**src/rtl/reg_bank.sv**
```systemverilog
// Register bank with write-back bypass and per-register load scoreboard.
// r0 reads zero; stall is raised while a consumed source is still pending.
module reg_bank #(
    parameter int DATA_W = 32,
    parameter int ADDR_W = 4,
    parameter int NREGS  = 16
) (
    input  logic              clk,
    input  logic              rst_n,
    input  logic              we,
    input  logic [ADDR_W-1:0] w_addr,
    input  logic [DATA_W-1:0] w_data,
    input  logic [ADDR_W-1:0] ra_addr,
    input  logic [ADDR_W-1:0] rb_addr,
    input  logic              ra_use,
    input  logic              rb_use,
    input  logic              claim,
    input  logic [ADDR_W-1:0] claim_addr,
    output logic [DATA_W-1:0] ra_data,
    output logic [DATA_W-1:0] rb_data,
    output logic              ra_busy,
    output logic              rb_busy,
    output logic              stall
);

    logic [DATA_W-1:0] r_regs [NREGS];
    logic [NREGS-1:0]  r_pend;

    logic w_wen;
    logic w_hit_a;
    logic w_hit_b;

    assign w_wen   = we && (w_addr != '0);
    assign w_hit_a = we && (w_addr == ra_addr);
    assign w_hit_b = we && (w_addr == rb_addr);

    always_ff @(posedge clk) begin
        if (!rst_n) begin
            for (int i = 0; i < NREGS; i++) begin
                r_regs[i] <= '0;
            end
            r_pend <= '0;
        end else begin
            if (w_wen) begin
                r_regs[w_addr] <= w_data;
            end
            r_pend[0] <= 1'b0;
            // A claim beats a landing write: the claim is the younger load.
            for (int i = 1; i < NREGS; i++) begin
                if (claim && (claim_addr == ADDR_W'(i))) begin
                    r_pend[i] <= 1'b1;
                end else if (we && (w_addr == ADDR_W'(i))) begin
                    r_pend[i] <= 1'b0;
                end
            end
        end
    end

    always_comb begin
        ra_data = '0;
        if (ra_addr != '0) begin
            ra_data = w_hit_a ? w_data : r_regs[ra_addr];
        end
    end

    always_comb begin
        rb_data = '0;
        if (rb_addr != '0) begin
            rb_data = w_hit_b ? w_data : r_regs[rb_addr];
        end
    end

    assign ra_busy = r_pend[ra_addr] & ~w_hit_a;
    assign rb_busy = r_pend[rb_addr] & ~w_hit_b;
    assign stall   = (ra_use & ra_busy) | (rb_use & rb_busy);

endmodule
```
**config.mk**
```make
export PLATFORM = sky130hd
export DESIGN_NAME = reg_bank
export DESIGN_NICKNAME = d
export VERILOG_FILES = /design/src/rtl/reg_bank.sv
export SDC_FILE = /design/constraint.sdc
export NUM_CORES = 1
export LEC_CHECK = 0
export ABC_CLOCK_PERIOD_IN_PS = 4800
export BUFFER_PORTS_ARGS = -buffer_cell sky130_fd_sc_hd__buf_2
export CAP_MARGIN = 25
export CORE_ASPECT_RATIO = 1.75
export CORE_UTILIZATION = 55
export CTS_CLUSTER_SIZE = 10
export DETAILED_ROUTE_END_ITERATION = 8
export GPL_ROUTABILITY_DRIVEN = 1
export PLACE_DENSITY = 0.73
export REMOVE_ABC_BUFFERS = 1
export SLEW_MARGIN = 5
export SYNTH_ARGS = -nofsm -noshare
export SYNTH_HDL_FRONTEND = slang
export SYNTH_SLANG_ARGS = --single-unit
```
**constraint.sdc**
```tcl
create_clock -name clk -period 4.8 [get_ports clk]
set_input_delay 0.24 -clock clk [delete_from_list [all_inputs] [get_ports clk]]
set_output_delay 0.24 -clock clk [all_outputs]
set_load 0.005 [all_outputs]
```
# Word-level counts from Yosys, hierarchy flattened
# Memory sizes are Yosys's and may differ from the RTL's.
# Index checks and enable logic that the tools add are counted.
[totals]
mem_bits_rw = 512
word_cells = 155
n_memories = 1
register_bits = 16
out_inout_bits = 67
[classes]
n_bitwise = 7
eq_ne = 32
mux = 45
reduce_logical = 52
magnitude_cmp = 2
[memory_table]
columns = ["name", "depth", "width", "read_ports", "rd_ports_with_merged_regs", "wr", "line_no", "rtl"]
rows = [
  ["r_regs", 16, 32, 2, 0, 16, "26", "logic [DATA_W-1:0] r_regs [NREGS];"],
]
[op_table]
columns = ["cell", "n"]
rows = [
  ["$mux W32", 5],
  ["$eq A4 B4 Y1 const B", 16],
  ["$mux W1", 37],
  ["$logic_and A1 B1 Y1", 33],
  ["$eq A4 B3 Y1 const B", 8],
  ["$reduce_or A32 Y1", 1],
  ["$reduce_bool A2 Y1", 15],
  ["$eq A4 B2 Y1 const B", 4],
  ["$reduce_bool A4 Y1", 3],
  ["$lt A4 B5 Y1 const B", 2],
  ["$bmux W1 S4", 2],
  ["$eq A4 B1 Y1 const B", 2],
  ["$eq A4 B4 Y1", 2],
  ["$and A1 B1 Y1", 4],
  ["$mux W4", 1],
  ["$not A1 Y1", 2],
  ["$or A1 B1 Y1", 1],
]

# Depth between registers and ports, before layout
[depth]
depth_word = 7
depth_mapped = 7
ltp_nobuf = 4

# Worst setup path after synthesis
# Ideal clock, no wire load.
[synth_timing]
path_type = "input to register"
from = "in w_addr[2]"
to = "mem r_regs[8][0] (enable)"
stages = 3
t_required_ns = 4.328
path_slack_ns = 1.264
setup_ns = 0.472
arrival_time_ns = 3.064
path_cell_list = "buf_2 > nand3b_1 > o31ai_1"
[synth_lines]
columns = ["element", "line_no", "rtl"]
rows = [
  ["start, declared", "11", "input logic [ADDR_W-1:0] w_addr,"],
  ["end, declared", "26", ""],
]

# Worst setup path in the final report
[layout_timing]
from = "in rb_addr[1]"
to = "out rb_data[24]"
[layout_via]
elab_chain_len = 4
word_cells_on_any_way = 6
[layout_lines]
columns = ["element", "line_no", "rtl"]
rows = [
  ["start, declared", "14", "input logic [ADDR_W-1:0] rb_addr,"],
  ["branches (longest 3 deep; another with $mem_v2 Z16 W32)", "n/a", ""],
  ["$mux W32 *", "68", "if (rb_addr != '0) begin"],
  ["end, declared", "20", "output logic [DATA_W-1:0] rb_data,"],
]
# Every way passes the cells marked *.

==> flow_results.org <==
** Power
- In this run the power density over the cells is 344.5 nW/µm².
- The share of total power dissipated in the clock network is 0.360.
- Sequential cell fraction of total power :: 0.510
- Leakage power :: 10.95 nW
- Switching power total :: 2.596 mW
- Switching part of the total power :: 0.2419
- Combinational Power Share :: 0.130
- Internal power comes to 8.135 mW.
- Worst vdd ir :: 304.7 µV

** Placement
- Final RePlAce weighted congestion :: 0.8829
- # port buffers :: 120
- Detailed placement ended at an HPWL of 49570 µm.

** Detailed routing
- For this run, design rule violations remaining after detail routing come to 0.
- Overall via count from detail_route :: 18030
- Final routed wirelength across all metal layers :: 81900 µm
- Dividing the detail-routed via count by the number of cells gives 6.865.
- Drt first-iter violations :: 1961
- Final routed wire length divided by cell count :: 31.19 µm
- The first TritonRoute pass finished after 5 iterations.
- The detail route stage leaves a number of antenna-violating nets equal to 0.

** Synthesis
- Among all flip-flop cells after synthesis, the most frequent one is sky130_fd_sc_hd__edfxtp_1.
- After synthesis, the cell types taking the most area are sky130_fd_sc_hd__edfxtp_1 55%, sky130_fd_sc_hd__mux4_2 21%, sky130_fd_sc_hd__and2_1 11%, sky130_fd_sc_hd__a22oi_1 3.5%, sky130_fd_sc_hd__a22o_1 2.0%.
- Fraction of registers with async set/reset :: 0
- Count of warnings emitted by yosys :: 0
- Among all cell types in the netlist, the one instantiated most often is sky130_fd_sc_hd__edfxtp_1.
- Avg Inst Size Synth :: 15.00 µm²
- The largest total area in the synthesized netlist belongs to sky130_fd_sc_hd__edfxtp_1.
- The share of synthesized area in the top cell type comes to 0.5475.
- Count of state elements after synthesis :: 527
- Synthesis produced 1872 cells.
- For this run, the register share of the synthesized area comes to 0.5582.
- Count of cell types in the netlist :: 39
- The synthesized netlist occupies a cell area of 28080 µm².
- Yosys mapped a number of flops with a built-in enable equal to 512.
- The commonest cells after synthesis are 512 x sky130_fd_sc_hd__edfxtp_1, 483 x sky130_fd_sc_hd__and2_1, 260 x sky130_fd_sc_hd__mux4_2.

** Cells and area
- At the end of the flow, the number of nets in the layout was 2001.
- Counting the fill cells in the layout gives 3747.
- In the final layout, the multi-input gates occupy 11960 µm².
- Share of layout cells above drive strength 1 :: 0.2767
- Utilization after layout :: 0.6173
- Combined flip-flop and latch cell area :: 15680 µm²
- Synth-to-layout area growth :: 10.92%

** Floorplan
- Die area :: 52000 µm²
- In this run the horizontal extent of the chip is 172.8 µm.
- Chip height :: 300.9 µm
- Total I/O pin count :: 121
- The core region is 50460 µm².
- Rows :: 109
- For this configuration, the core starts out at a cell density of 0.5565.

** CTS
- Post-CTS setup-driven buffer insertion count :: 0
- The clock reaches the later pin of the worst-skew pair after 0.59 ns.
- Counting the buffers created by CTS gives 58.
- The H-tree was split into 2 levels.
- Largest buffer count on any clock path :: 3
- TritonCTS built the clock tree.
- Clock sink total :: 527
- CTS placed an instance of sky130_fd_sc_hd__clkbuf_16 at the clock tree root.
- Clock-pin slew was measured on the worst setup and hold paths at 0.05 ns.

** Timing
- At the pin with the least slew margin, the transition time is 1.106 ns.
- Of the available clock period, the critical path in the final layout requires 0.6493.
- Fin. Hold Viols :: 0
- Relative slew slack :: 0.2622
- Adding up every negative setup slack in the final design gives 0 ns.
- Based on the critical path, the design can be clocked at up to 0.3208 GHz.
- Post-Route Skew :: 0 ns
- Setup repair after global routing missed its margin :: false
- Setup violations remaining at the end of the flow were counted as 0.
- After layout, the minimum clock period comes to 3.117 ns.
- Final count of pins violating max slew :: 0

** GRT
- Global router's overall resource usage :: 0.3180
- Maximum number of pins on one net before global-route repair :: 68
- The number of antenna violations at the first check in global routing is 0.
- GRT Residual Overflow :: 0
- Number of global-route vias before repair :: 19100
- The first global-routing pass estimated 119900 µm of wire.

** Job
- Number of maximum-capacitance constraint violations :: 0

** Critical path
- Setup CP Type :: in2out
- Of all nets on the critical path, the largest fanout is 58.
- Kind of start point of the critical path :: input port
- STA classifies the critical path endpoint as an output port.
- For the worst setup path, the data arrival time is 2.88 ns.
- Crit path required time :: 4.56 ns

** Run status
- Run status :: completed

** Worst hold path
- The worst hold path belongs to the class in2reg.
-- power by group through the flow --
stage	clock, mW	combinational [mW]	sequential, mW
2_1_floorplan	0	0.763	5.50
3_3_place_gp	0	1.36	5.52
3_5_place_dp	0	1.38	5.55
4_1_cts	3.87	1.39	5.46
5_1_grt	4.03	1.47	5.49
6_report	3.87	1.39	5.47
-- cells in the final DEF, fill, tap and decap left out, types with 4 or more instances in the layout --
cell type	count
sky130_fd_sc_hd__xnor2_1	8
sky130_fd_sc_hd__nor2b_1	8
sky130_fd_sc_hd__edfxtp_1	512
sky130_fd_sc_hd__mux4_2	260
sky130_fd_sc_hd__o21ai_4	10
sky130_fd_sc_hd__o21ai_0	16
sky130_fd_sc_hd__and2_1	481
sky130_fd_sc_hd__a22o_1	64
sky130_fd_sc_hd__clkbuf_16	59
sky130_fd_sc_hd__buf_2	116
sky130_fd_sc_hd__clkbuf_1	11
sky130_fd_sc_hd__nor4_2	4
sky130_fd_sc_hd__nand3_1	12
sky130_fd_sc_hd__nor2b_4	4
sky130_fd_sc_hd__nor2_4	8
sky130_fd_sc_hd__mux2_2	6
sky130_fd_sc_hd__nand2b_1	6
sky130_fd_sc_hd__conb_1	32
sky130_fd_sc_hd__nand2_1	79
sky130_fd_sc_hd__a21oi_1	10
sky130_fd_sc_hd__dfxtp_1	15
sky130_fd_sc_hd__buf_4	46
sky130_fd_sc_hd__nor2_1	9
sky130_fd_sc_hd__buf_12	5
sky130_fd_sc_hd__a22oi_1	131
-- worst max-delay path, stage by stage --
cell,delay (ns)
sky130_fd_sc_hd__buf_6,0.52
sky130_fd_sc_hd__xnor2_1,0.19
sky130_fd_sc_hd__nand3_1,0.26
sky130_fd_sc_hd__a211oi_4,0.86
sky130_fd_sc_hd__buf_4,0.39
sky130_fd_sc_hd__a22o_1,0.21
sky130_fd_sc_hd__buf_2,0.13
-- state kept, by name, indices dropped and copies added, names as in the netlist --
register / flops
r_pend: 15
r_regs: 512
-- cell type report --
class | instances | area share
Antenna cell | 1 | 0.00008034
Clock buffer | 70 | 0.04873
Clock inverter | 2 | 0.0004017
Inverter | 4 | 0.0004820
Multi-Input combinational cell | 1181 | 0.3838
Sequential cell | 527 | 0.5033
Tap cell | 666 | 0.02675
Timing Repair Buffer | 175 | 0.03647
-- metrics by stage --
stage                     setup WS (ns)  area [µm²]  instances  hold slack [ns]  power, mW
after global routing              1.646       31140       2625          0.05301      10.98
after global placement            1.610       29520       2547           0.4766      6.875
after floorplan                   1.426       27330       1712           0.3704      6.264
after CTS                         1.702       31140       2625          0.03664      10.73
after detailed placement          1.451       29580       2550           0.4792      6.938
final                             1.683       31150       2626          0.04292      10.73
-- cells by family (layout without fill, tap and decap cells) --
logic type	Yosys count	count (layout)	synth area share
buf+inv	195	251	0.03159
simple gates	632	632	0.1316
other cells	1	33	0.0001335
xor+xnor	8	8	0.002495
flops	527	527	0.5582
compound gates	243	243	0.06501
mux	266	266	0.2109
-- timing repair --
action | in CTS | in global routing
hold buffers | 3 | 0
endpoints found under the hold margin | 4 | 0
gates resized for setup | 0 | 0
-- worst paths after layout --
check / endpoint / startpoint / cells after the start / slack [ns]
hold reg to reg: r_pend[15]$_SDFFE_PN0P_ / r_pend[15]$_SDFFE_PN0P_ / 2 / 0.49
setup reg to reg: r_pend[12]$_SDFFE_PN0P_ / r_pend[12]$_SDFFE_PN0P_ / 2 / 4.09
hold / removal: r_pend[9]$_SDFFE_PN0P_ / claim_addr[2] / 4 / 0.04
setup / recovery: rb_data[24] / rb_addr[1] / 7 / 1.68
-- layer usage --
metal	up-vias	GRT usage	share of wire
met1	9272	0.3635	0.33
met3	254	0.05227	0.087
met2	1120	0.5663	0.52
met4	0	0.1810	0.056
met5	-	0	0
li1	7381	-	-
(Power assumes the default switching activity.)
